==> src/rtl/tenyr_bus_pkg.sv <==
// Shared types and constants for the tenyr data-bus fabric and its address decoder.
package tenyr_bus_pkg;

   typedef enum logic [1:0] {
      ST_IDLE   = 2'd0,
      ST_ACTIVE = 2'd1,
      ST_RESP   = 2'd2
   } state_t;

   localparam logic RW_READ  = 1'b0;
   localparam logic RW_WRITE = 1'b1;

   localparam logic [31:0] DEFAULT_RDATA = 32'hffff_ffff;

   // Width of a slave index; a single slave still needs one bit.
   function automatic int unsigned sel_width(input int unsigned n);
      return (n > 1) ? $clog2(n) : 1;
   endfunction

endpackage

==> src/rtl/tenyr_bus_if.sv <==
// Core-side and device-side signals of the tenyr data bus.
// Handshake: the core holds m_strobe with stable m_rw/m_addr/m_wdata until a one-cycle m_ready;
// m_err and m_rdata are valid while m_ready is high. Each selected slave gets a one-cycle s_strobe
// and answers with s_ack (same cycle or later); s_ack from unselected slaves is ignored.
interface tenyr_bus_if #(
   parameter int NSLAVES = 4,
   parameter int AW      = 32,
   parameter int DW      = 32
) ();
   logic                  m_strobe;
   logic                  m_rw;
   logic [AW-1:0]         m_addr;
   logic [DW-1:0]         m_wdata;
   logic [DW-1:0]         m_rdata;
   logic                  m_ready;
   logic                  m_err;
   logic [NSLAVES-1:0]    s_strobe;
   logic                  s_rw;
   logic [AW-1:0]         s_addr;
   logic [DW-1:0]         s_wdata;
   logic [NSLAVES*DW-1:0] s_rdata;
   logic [NSLAVES-1:0]    s_ack;

   // Fabric view: serves the core, drives the devices.
   modport slave (
      input  m_strobe, m_rw, m_addr, m_wdata, s_rdata, s_ack,
      output m_rdata, m_ready, m_err, s_strobe, s_rw, s_addr, s_wdata
   );

   // Environment view: the core plus all memory-mapped devices.
   modport master (
      output m_strobe, m_rw, m_addr, m_wdata, s_rdata, s_ack,
      input  m_rdata, m_ready, m_err, s_strobe, s_rw, s_addr, s_wdata
   );
endinterface

==> src/rtl/tenyr_bus_decode.sv <==
// Combinational base/mask address decoder; on overlapping windows the lowest slave index wins.
module tenyr_bus_decode #(
   parameter int                    NSLAVES = 4,
   parameter int                    AW      = 32,
   parameter int                    SW      = 2,
   parameter logic [NSLAVES*AW-1:0] BASES   = '0,
   parameter logic [NSLAVES*AW-1:0] MASKS   = '0
) (
   input  logic [AW-1:0] addr_i,
   output logic          hit_o,
   output logic [SW-1:0] sel_o
);

   // Scan from the top down so the last (lowest) match sticks.
   always_comb begin
      hit_o = 1'b0;
      sel_o = '0;
      for (int i = NSLAVES - 1; i >= 0; i--) begin
         if ((addr_i & MASKS[i*AW +: AW]) == BASES[i*AW +: AW]) begin
            hit_o = 1'b1;
            sel_o = SW'(i);
         end
      end
   end

endmodule

==> src/rtl/tenyr_bus_fabric.sv <==
// Single-master data-bus interconnect: table-driven decode, ready handshake, timeout watchdog, error response.
// Optional error log enabled by defining TENYR_BUS_ERRLOG_EN.
module tenyr_bus_fabric
   import tenyr_bus_pkg::*;
#(
   parameter int                    NSLAVES       = 4,
   parameter int                    AW            = 32,
   parameter int                    DW            = 32,
   parameter logic [NSLAVES*AW-1:0] BASES         = {32'h0000_0300, 32'h0000_0200,
                                                     32'h0000_0100, 32'h0000_0000},
   parameter logic [NSLAVES*AW-1:0] MASKS         = {4{32'hffff_ff00}},
   parameter int                    TIMEOUT       = 15,
   parameter logic [DW-1:0]         DEFAULT_RDATA = tenyr_bus_pkg::DEFAULT_RDATA
) (
   input  logic              clk,
   input  logic              reset,
   tenyr_bus_if.slave        bus,
   output logic [7:0]        err_count,
   output logic [AW-1:0]     err_addr,
   output state_t            dbg_state_o
);

   localparam int SW = sel_width(NSLAVES);
   localparam int TW = $clog2(TIMEOUT + 1);

   state_t             state_q, state_d;
   logic [SW-1:0]      sel_q, sel_d;
   logic [TW-1:0]      timer_q, timer_d;
   logic [DW-1:0]      m_rdata_q, m_rdata_d;
   logic               m_ready_q, m_ready_d;
   logic               m_err_q, m_err_d;
   logic [NSLAVES-1:0] s_strobe_q, s_strobe_d;
   logic               s_rw_q, s_rw_d;
   logic [AW-1:0]      s_addr_q, s_addr_d;
   logic [DW-1:0]      s_wdata_q, s_wdata_d;

   logic               dec_hit;
   logic [SW-1:0]      dec_sel;
   logic [NSLAVES-1:0] dec_onehot;
   logic               ack_sel;
   logic [DW-1:0]      rdata_sel;
   logic               err_set;
   logic [AW-1:0]      err_set_addr;

   tenyr_bus_decode #(
      .NSLAVES (NSLAVES),
      .AW      (AW),
      .SW      (SW),
      .BASES   (BASES),
      .MASKS   (MASKS)
   ) u_decode (
      .addr_i (bus.m_addr),
      .hit_o  (dec_hit),
      .sel_o  (dec_sel)
   );

   always_comb begin
      for (int i = 0; i < NSLAVES; i++) begin
         dec_onehot[i] = (dec_sel == SW'(i));
      end
   end

   assign ack_sel   = bus.s_ack[sel_q];
   assign rdata_sel = bus.s_rdata[sel_q*DW +: DW];

   always_ff @(posedge clk) begin
      if (reset) begin
         state_q    <= ST_IDLE;
         sel_q      <= '0;
         timer_q    <= '0;
         m_rdata_q  <= '0;
         m_ready_q  <= 1'b0;
         m_err_q    <= 1'b0;
         s_strobe_q <= '0;
         s_rw_q     <= 1'b0;
         s_addr_q   <= '0;
         s_wdata_q  <= '0;
      end else begin
         state_q    <= state_d;
         sel_q      <= sel_d;
         timer_q    <= timer_d;
         m_rdata_q  <= m_rdata_d;
         m_ready_q  <= m_ready_d;
         m_err_q    <= m_err_d;
         s_strobe_q <= s_strobe_d;
         s_rw_q     <= s_rw_d;
         s_addr_q   <= s_addr_d;
         s_wdata_q  <= s_wdata_d;
      end
   end

   // m_ready and s_strobe are registered pulses: each is raised only on entry to RESP / ACTIVE.
   always_comb begin
      state_d      = state_q;
      sel_d        = sel_q;
      timer_d      = timer_q;
      m_rdata_d    = m_rdata_q;
      m_ready_d    = 1'b0;
      m_err_d      = m_err_q;
      s_strobe_d   = '0;
      s_rw_d       = s_rw_q;
      s_addr_d     = s_addr_q;
      s_wdata_d    = s_wdata_q;
      err_set      = 1'b0;
      err_set_addr = s_addr_q;

      case (state_q)
         ST_IDLE: begin
            if (bus.m_strobe) begin
               s_rw_d    = bus.m_rw;
               s_addr_d  = bus.m_addr;
               s_wdata_d = bus.m_wdata;
               sel_d     = dec_sel;
               timer_d   = '0;
               if (dec_hit) begin
                  state_d    = ST_ACTIVE;
                  s_strobe_d = dec_onehot;
               end else begin
                  state_d      = ST_RESP;
                  m_ready_d    = 1'b1;
                  m_err_d      = 1'b1;
                  m_rdata_d    = DEFAULT_RDATA;
                  err_set      = 1'b1;
                  err_set_addr = bus.m_addr;
               end
            end
         end

         ST_ACTIVE: begin
            if (ack_sel) begin
               state_d   = ST_RESP;
               m_ready_d = 1'b1;
               m_err_d   = 1'b0;
               timer_d   = '0;
               if (s_rw_q == RW_READ) begin
                  m_rdata_d = rdata_sel;
               end
            end else if (timer_q == TW'(TIMEOUT - 1)) begin
               state_d   = ST_RESP;
               m_ready_d = 1'b1;
               m_err_d   = 1'b1;
               m_rdata_d = DEFAULT_RDATA;
               timer_d   = '0;
               err_set   = 1'b1;
            end else begin
               timer_d = timer_q + 1'b1;
            end
         end

         ST_RESP: begin
            state_d = ST_IDLE;
         end

         default: begin
            state_d = ST_IDLE;
         end
      endcase
   end

   assign bus.m_rdata  = m_rdata_q;
   assign bus.m_ready  = m_ready_q;
   assign bus.m_err    = m_err_q;
   assign bus.s_strobe = s_strobe_q;
   assign bus.s_rw     = s_rw_q;
   assign bus.s_addr   = s_addr_q;
   assign bus.s_wdata  = s_wdata_q;
   assign dbg_state_o  = state_q;

`ifdef TENYR_BUS_ERRLOG_EN
   logic [7:0]    err_count_q, err_count_d;
   logic [AW-1:0] err_addr_q, err_addr_d;

   always_comb begin
      err_count_d = err_count_q;
      err_addr_d  = err_addr_q;
      if (err_set) begin
         err_addr_d = err_set_addr;
         if (err_count_q != 8'hff) begin
            err_count_d = err_count_q + 8'd1;
         end
      end
   end

   always_ff @(posedge clk) begin
      if (reset) begin
         err_count_q <= '0;
         err_addr_q  <= '0;
      end else begin
         err_count_q <= err_count_d;
         err_addr_q  <= err_addr_d;
      end
   end

   assign err_count = err_count_q;
   assign err_addr  = err_addr_q;
`else
   logic unused_err_log;
   assign unused_err_log = ^{err_set, err_set_addr};
   assign err_count      = '0;
   assign err_addr       = '0;
`endif

endmodule
==> src/flat_wrapper.sv <==
// flat-port wrapper written by rule: the top's interface ports become plain ports
module tenyr_bus_fabric_flat import tenyr_bus_pkg::*;
#(
   parameter int                    NSLAVES       = 4,
   parameter int                    AW            = 32,
   parameter int                    DW            = 32,
   parameter logic [NSLAVES*AW-1:0] BASES         = {32'h0000_0300, 32'h0000_0200,
                                                     32'h0000_0100, 32'h0000_0000},
   parameter logic [NSLAVES*AW-1:0] MASKS         = {4{32'hffff_ff00}},
   parameter int                    TIMEOUT       = 15,
   parameter logic [DW-1:0]         DEFAULT_RDATA = tenyr_bus_pkg::DEFAULT_RDATA
)
  (clk, reset, err_count, err_addr, dbg_state_o, bus_m_strobe, bus_m_rw, bus_m_addr, bus_m_wdata, bus_s_rdata, bus_s_ack, bus_m_rdata, bus_m_ready, bus_m_err, bus_s_strobe, bus_s_rw, bus_s_addr, bus_s_wdata);
  tenyr_bus_if #(.NSLAVES(NSLAVES), .AW(AW), .DW(DW)) bus_i ();
  input  logic clk;
  input  logic reset;
  output logic [7:0] err_count;
  output logic [AW-1:0] err_addr;
  output state_t dbg_state_o;
  input wire logic [$bits(bus_i.m_strobe)-1:0] bus_m_strobe;
  input wire logic [$bits(bus_i.m_rw)-1:0] bus_m_rw;
  input wire logic [$bits(bus_i.m_addr)-1:0] bus_m_addr;
  input wire logic [$bits(bus_i.m_wdata)-1:0] bus_m_wdata;
  input wire logic [$bits(bus_i.s_rdata)-1:0] bus_s_rdata;
  input wire logic [$bits(bus_i.s_ack)-1:0] bus_s_ack;
  output wire logic [$bits(bus_i.m_rdata)-1:0] bus_m_rdata;
  output wire logic [$bits(bus_i.m_ready)-1:0] bus_m_ready;
  output wire logic [$bits(bus_i.m_err)-1:0] bus_m_err;
  output wire logic [$bits(bus_i.s_strobe)-1:0] bus_s_strobe;
  output wire logic [$bits(bus_i.s_rw)-1:0] bus_s_rw;
  output wire logic [$bits(bus_i.s_addr)-1:0] bus_s_addr;
  output wire logic [$bits(bus_i.s_wdata)-1:0] bus_s_wdata;
  assign bus_i.m_strobe = bus_m_strobe;
  assign bus_i.m_rw = bus_m_rw;
  assign bus_i.m_addr = bus_m_addr;
  assign bus_i.m_wdata = bus_m_wdata;
  assign bus_i.s_rdata = bus_s_rdata;
  assign bus_i.s_ack = bus_s_ack;
  assign bus_m_rdata = bus_i.m_rdata;
  assign bus_m_ready = bus_i.m_ready;
  assign bus_m_err = bus_i.m_err;
  assign bus_s_strobe = bus_i.s_strobe;
  assign bus_s_rw = bus_i.s_rw;
  assign bus_s_addr = bus_i.s_addr;
  assign bus_s_wdata = bus_i.s_wdata;
  tenyr_bus_fabric #(.NSLAVES(NSLAVES), .AW(AW), .DW(DW), .BASES(BASES), .MASKS(MASKS), .TIMEOUT(TIMEOUT), .DEFAULT_RDATA(DEFAULT_RDATA)) u_core (.clk(clk), .reset(reset), .bus(bus_i), .err_count(err_count), .err_addr(err_addr), .dbg_state_o(dbg_state_o));
endmodule
==> config.mk <==
export PLATFORM = sky130hd
export DESIGN_NAME = tenyr_bus_fabric_flat
export DESIGN_NICKNAME = d
export VERILOG_FILES = /design/src/rtl/tenyr_bus_pkg.sv /design/src/rtl/tenyr_bus_if.sv /design/src/rtl/tenyr_bus_decode.sv /design/src/rtl/tenyr_bus_fabric.sv /design/src/flat_wrapper.sv
export SDC_FILE = /design/constraint.sdc
export NUM_CORES = 1
export LEC_CHECK = 0
export CAP_MARGIN = 10
export CORE_ASPECT_RATIO = 1.1
export CORE_MARGIN = 10
export CORE_UTILIZATION = 37
export CTS_BUF_LIST = sky130_fd_sc_hd__clkbuf_8 sky130_fd_sc_hd__clkbuf_16
export CTS_CLUSTER_SIZE = 12
export DETAILED_ROUTE_END_ITERATION = 16
export PLACE_DENSITY_LB_ADDON = 0.05
export SETUP_SLACK_MARGIN = 0.3
export SKIP_LAST_GASP = 1
export SLEW_MARGIN = 20
export SYNTH_ARGS = -nofsm -noshare
export SYNTH_HDL_FRONTEND = slang
export SYNTH_SLANG_ARGS = --single-unit
==> constraint.sdc <==
create_clock -name clk -period 2.6 [get_ports clk]
set_input_delay 0.65 -clock clk [delete_from_list [all_inputs] [get_ports clk]]
set_output_delay 0.65 -clock clk [all_outputs]
set_load 0.01 [all_outputs]
---- Word-level counts from Yosys, hierarchy flattened ----
Cells that the tools add are included.
storage, ports and cells
  register bits ........................... 111
cells by class
  $add $sub $neg .......................... 1
  muxes and demuxes ....................... 35
  eq/ne operators ......................... 12
  shifts and indexed selects .............. 1
  magnitude comparators ................... 1
  reduce and logical (&&, ||, !) cells .... 10
  bitwise gates (word level) .............. 3
operator list
  kind                 count
  $mux 32              5
  $shiftx 128x8->32    1
  $pmux 32 s2          1
  $eq 24x2->1 const B  2
  $logic_not 32->1     1
  $eq 24x1->1 const B  1
  $mux 2               8
  $mux 1               13
  $mux 4               3
  $pmux 4 s2           1
  $reduce_and 2->1     3
  $reduce_and 5->1     1
  $add 4x1->4 const B  1
  $eq 2x1->1 const B   2
  $eq 2x2->1 const B   2
  $eq 4x4->1 const B   1
  $logic_not 2->1      2
  $ne 2x2->1 const B   2
  $pmux 1 s2           2
  $pmux 2 s2           1
  $reduce_and 4->1     1
  $reduce_or 4->1      1
  $lt 2x3->1 const B   1
  $ne 3x1->1 const B   1
  4 further kinds      6

---- Longest topological paths before layout ----
  depth after elaboration ................. 8
  depth in mapped cells ................... 7
  depth with buffers taken out ............ 6

---- Cells and area by module ----
From an unflattened synthesis, not the netlist that was laid out.
second synthesis, totals
  cell total of the unflattened synthesis .. 521
  area, all modules ....................... 5014.8 µm²
modules (own cells, without submodules)
  module            cells an instance  area an instance (µm²)  times used
  tenyr_bus_fabric  508                4946.0                  1
  tenyr_bus_decode  13                 68.8                    1

---- Worst setup path before layout ----
No wires, ideal clock.
  path kind ............................... input-to-reg
  from .................................... input bus_m_addr[12]
  to ...................................... register u_core.m_rdata_q[0], in the netlist u_core.bus.m_rdata[0]
  path buffers ............................ 1
  setup time .............................. 146 ps
  stages on the path ...................... 5
  setup slack ............................. 248 ps
  data arrival time ....................... 2206 ps
  data required time ...................... 2454 ps
  path through ............................ or4_4 > or4b_4 > o221ai_4 > buf_6 > a211oi_2
on the way
  cells in the longest elaborated chain, start to end .. 7
  elaborated cells between the ends (all ways) .. 10
  classes of those cells .................. 4 x eq/ne; 4 x mux; 2 x reduce/logical
ends and longest elaborated chain
  item                                   RTL line                RTL
  from (decl)                            flat_wrapper.sv:22      input wire logic [$bits(bus_i.m_addr)-1:0] bus_m_addr;
  $eq 24x2->1                            tenyr_bus_decode.sv:19  if ((addr_i & MASKS[i*AW +: AW]) == BASES[i*AW +: AW]) begin
  $mux 1 (3 in a row)                    tenyr_bus_decode.sv:19
  $mux 1 (*)                             tenyr_bus_decode.sv:19
  $ne 2x2->1 (no source line) (*)        -
  $reduce_and 5->1 (no source line) (*)  -
  to (signal assigned)                   tenyr_bus_fabric.sv:82  m_rdata_q <= m_rdata_d;
  to (decl)                              tenyr_bus_fabric.sv:29  logic [DW-1:0] m_rdata_q, m_rdata_d;
Mark *: on every way between the ends. The rest lies on a longest branch, timed or not.
A chain may end at the register's enable or synchronous reset.

---- Final worst setup path ----
  from .................................... input bus_m_addr[14]
  to ...................................... register u_core.m_rdata_q[15], in the netlist u_core.bus.m_rdata[15]
The elaborated chain is that of the path after synthesis.

==> summary.txt <==
Critical path
  – R2R cell count: 7
  – CP startpoint: bus_m_addr[14]
  – Crit-path max FO: 7
  – RR Startpoint: u_core.sel_q[0]$_SDFFE_PP0P_
  – Worst setup EP type: register
  – Worst setup SP type: input port
  – Critical path type: in2reg
  – Worst-path cell chain: buf_6, or4_4, or4b_4, o221ai_4, buf_6, buf_12, buf_12, a211oi_2
  – Critical path data required time: 2.82 ns
  – Worst EP arrival: 2.50 ns
  – Largest stage delay on the critical path: 0.53 ns
  – Slowest stage cell, crit path: or4_4

Timing
  – Measured slew at the worst slew-check pin: 0.6290 ns
  – Final hold viol count: 0
  – # setup viols final: 0
  – RSZ-0062 raised after global routing: yes
  – Fin crit share: 87.95%
  – Tmin final: 2.287 ns
  – Max-slew violations: 0
  – Rel. slew slack: 58.07%
  – FMAX: 437.3 MHz
  – Max Clock Skew: 0.008612 ns
  – Setup TNS: 0 ns

Global route
  – Initial antenna violation count: 0
  – Overall routing resource usage: 20.60%
  – Gr ovfl total: 0
  – First-pass GRT wire length: 31.80 mm
  – Largest net degree at the start of global routing: 50
  – Number of global-route vias before repair: 5439

Synthesis
  – Register bit count reported by yosys: 111
  – Area contributors post-synth: dfxtp_1, mux4_2, nand2_1
  – Count leader, synth: nand2_1
  – Primary FF master, synth: dfxtp_1
  – Number of synthesized flops with an enable pin: 0
  – Ys Warns: 0
  – Top cells by count, synth: nand2_1, dfxtp_1, a21oi_1, buf_4, inv_1
  – Post-synthesis cell area: 5340 um2
  – Fraction of registers with async set/reset: 0%
  – Post-synthesis area per instance: 9.223 um2
  – Distinct cell type count of the synthesized netlist: 37
  – Register area share after synthesis: 41.61%
  – Yosys top cell area share: 41.61%
  – Syn Inst Count: 579
  – Largest area contributor in the netlist: dfxtp_1

Clock tree
  – CTS max path bufs: 2
  – CTS Buf Count: 9
  – Number of hold buffers added after cts: 0
  – Htree depth: 3
  – Reg clk slew, reported paths: 0.07 ns
  – CTS sink count: 111
  – CTS tree: yes
  – Root Driver: clkbuf_16
  – Worst-skew pair later-pin latency: 0.35 ns

Min path
  – Hold path depth: 2
  – Worst hold-check path type: reg2reg
  – Hold path start: u_core.bus.s_wdata[10]$_SDFFE_PP0P_

Floorplanning
  – Core Footprint: 14270 um2
  – Chip height: 146 um
  – Die width: 134.5 um
  – Die ar.: 19640 um2
  – Core Rows: 46
  – IO Count: 345
  – Initial Utilization: 37.41%

Detailed routing
  – Vias per cell: 4.792
  – DR WL/cell: 19.43 um
  – Antenna Violating Nets Remaining: 0
  – Total number of vias: 5147
  – Iteration-0 DRC Markers: 221
  – Pre-antenna DRT Iters: 4
  – Post-Route WL: 20.87 mm
  – Number of remaining DRC errors: 0

Finish
  – NumNets Final: 1079
  – Layout area overhead: 66.61%
  – Diodes inserted: 0
  – Post-Layout Cell Count: 1074
  – Layout cell share with drive strength beyond 1: 13.61%

Placed design
  – PortBufs: 304
  – Post-Place Cells: 1048
  – HPWL Detailed: 16.79 mm
  – Routability-driven placement congestion ratio: 0.8531

Power and ir drop
  – Maximum vdd drop: 0.4672 mV
  – Pwr Density: 464.8 nW/um2
  – LEAKAGE: 0.003297 uW

Run status
  – Outcome: finished, final reports clean

Run
  – Max cap viols: 0
## worst max-delay path, delay by kind of cell
family / cells / cell delay [ns]
AO/OA/AOI/OAI: 2 / 0.34
AND/OR/NAND/NOR: 2 / 1.04
buffers and inverters: 4 / 0.46
## stage by stage
step           worst slack (ns)  util, %  total power [uW]  hold WS [ns]  cell area [um2]
3_3_place_gp            -0.2818    59.20              2812        0.4410             8451
4_1_cts                  0.3023    62.15              4188        0.4549             8871
3_5_place_dp            -0.3074    59.20              2830        0.4457             8451
5_1_grt                  0.2690    62.33              4339        0.4800             8897
2_1_floorplan            0.2605        -              2266        0.4747             5487
6_report                 0.3134    62.33              4136        0.4521             8897
## sequential cells by signal, indices dropped and copies added, names as in the netlist
register	cells
u_core.bus.s_addr	32
u_core.bus.m_ready	1
u_core.bus.m_err	1
u_core.dbg_state_o	2
u_core.bus.s_wdata	32
u_core.sel_q	2
u_core.bus.s_strobe	4
u_core.timer_q	4
u_core.bus.m_rdata	32
u_core.bus.s_rw	1
## cells in the final DEF (no fill, tap or decap), types with 6 or more instances in the layout
cell / instances
a21oi_1: 74
clkdlybuf4s50_1: 295
dfxtp_1: 110
clkbuf_16: 9
buf_4: 15
mux4_2: 33
a211oi_2: 30
inv_1: 35
conb_1: 40
nand2_1: 132
nor2_1: 34
buf_12: 6
## layout make-up
class / count / area [um2]
Fill cell: 1254 / 5376
Timing Repair Buffer: 330 / 3352
Multi-Input combinational cell: 390 / 2670
Sequential cell: 111 / 2223
Tap cell: 192 / 240.2
Clock buffer: 9 / 225.2
Inverter: 35 / 131.4
Clock inverter: 7 / 55.05
## path summary, 6_finish.rpt
kind | end | slack [ns]
worst min-delay path | u_core.bus.s_wdata[10]$_SDFFE_PP0P_ | 0.45
worst max-delay path | u_core.bus.m_rdata[15]$_SDFFE_PP0P_ | 0.31
worst min register to register | u_core.bus.s_wdata[10]$_SDFFE_PP0P_ | 0.45
worst max register to register | u_core.bus.m_rdata[15]$_SDFFE_PP0P_ | 0.56
## kinds of logic after synthesis
family                     after synthesis  synth area share (%)
AOI/OAI and AO/OA                      116                 16.00
DFF                                    111                 41.61
adders and majority gates                2                0.4685
muxes                                   34                 14.34
and+or+nand+nor                        198                 15.77
buffers and inverters                  117                 11.74
other                                    1               0.07022
## repair_timing
item,4_1_cts,5_1_grt
gates cloned,2,0
pin swaps,4,7
resized for setup,26,3
buffers inserted,7,1
setup endpoints to repair,32,32
## metal layers
layer	part of all wire, %	routed length [um]	global-route usage [%]	vias up
met5	0	0	0	-
met4	1.7	356	5.283	0
met3	7.6	1577	7.044	22
met2	53	11150	38.30	190
met1	37	7789	21.32	2439
li1	-	-	-	2496
## power breakdown
part / leakage (uW) / internal [uW] / switching, uW / total [uW]
Sequential: 0.000916 / 1800 / 53.2 / 1860
Clock: 0.000133 / 661 / 649 / 1310
Combinational: 0.00225 / 585 / 385 / 970
No activity file was read; power rests on OpenSTA's default activity.
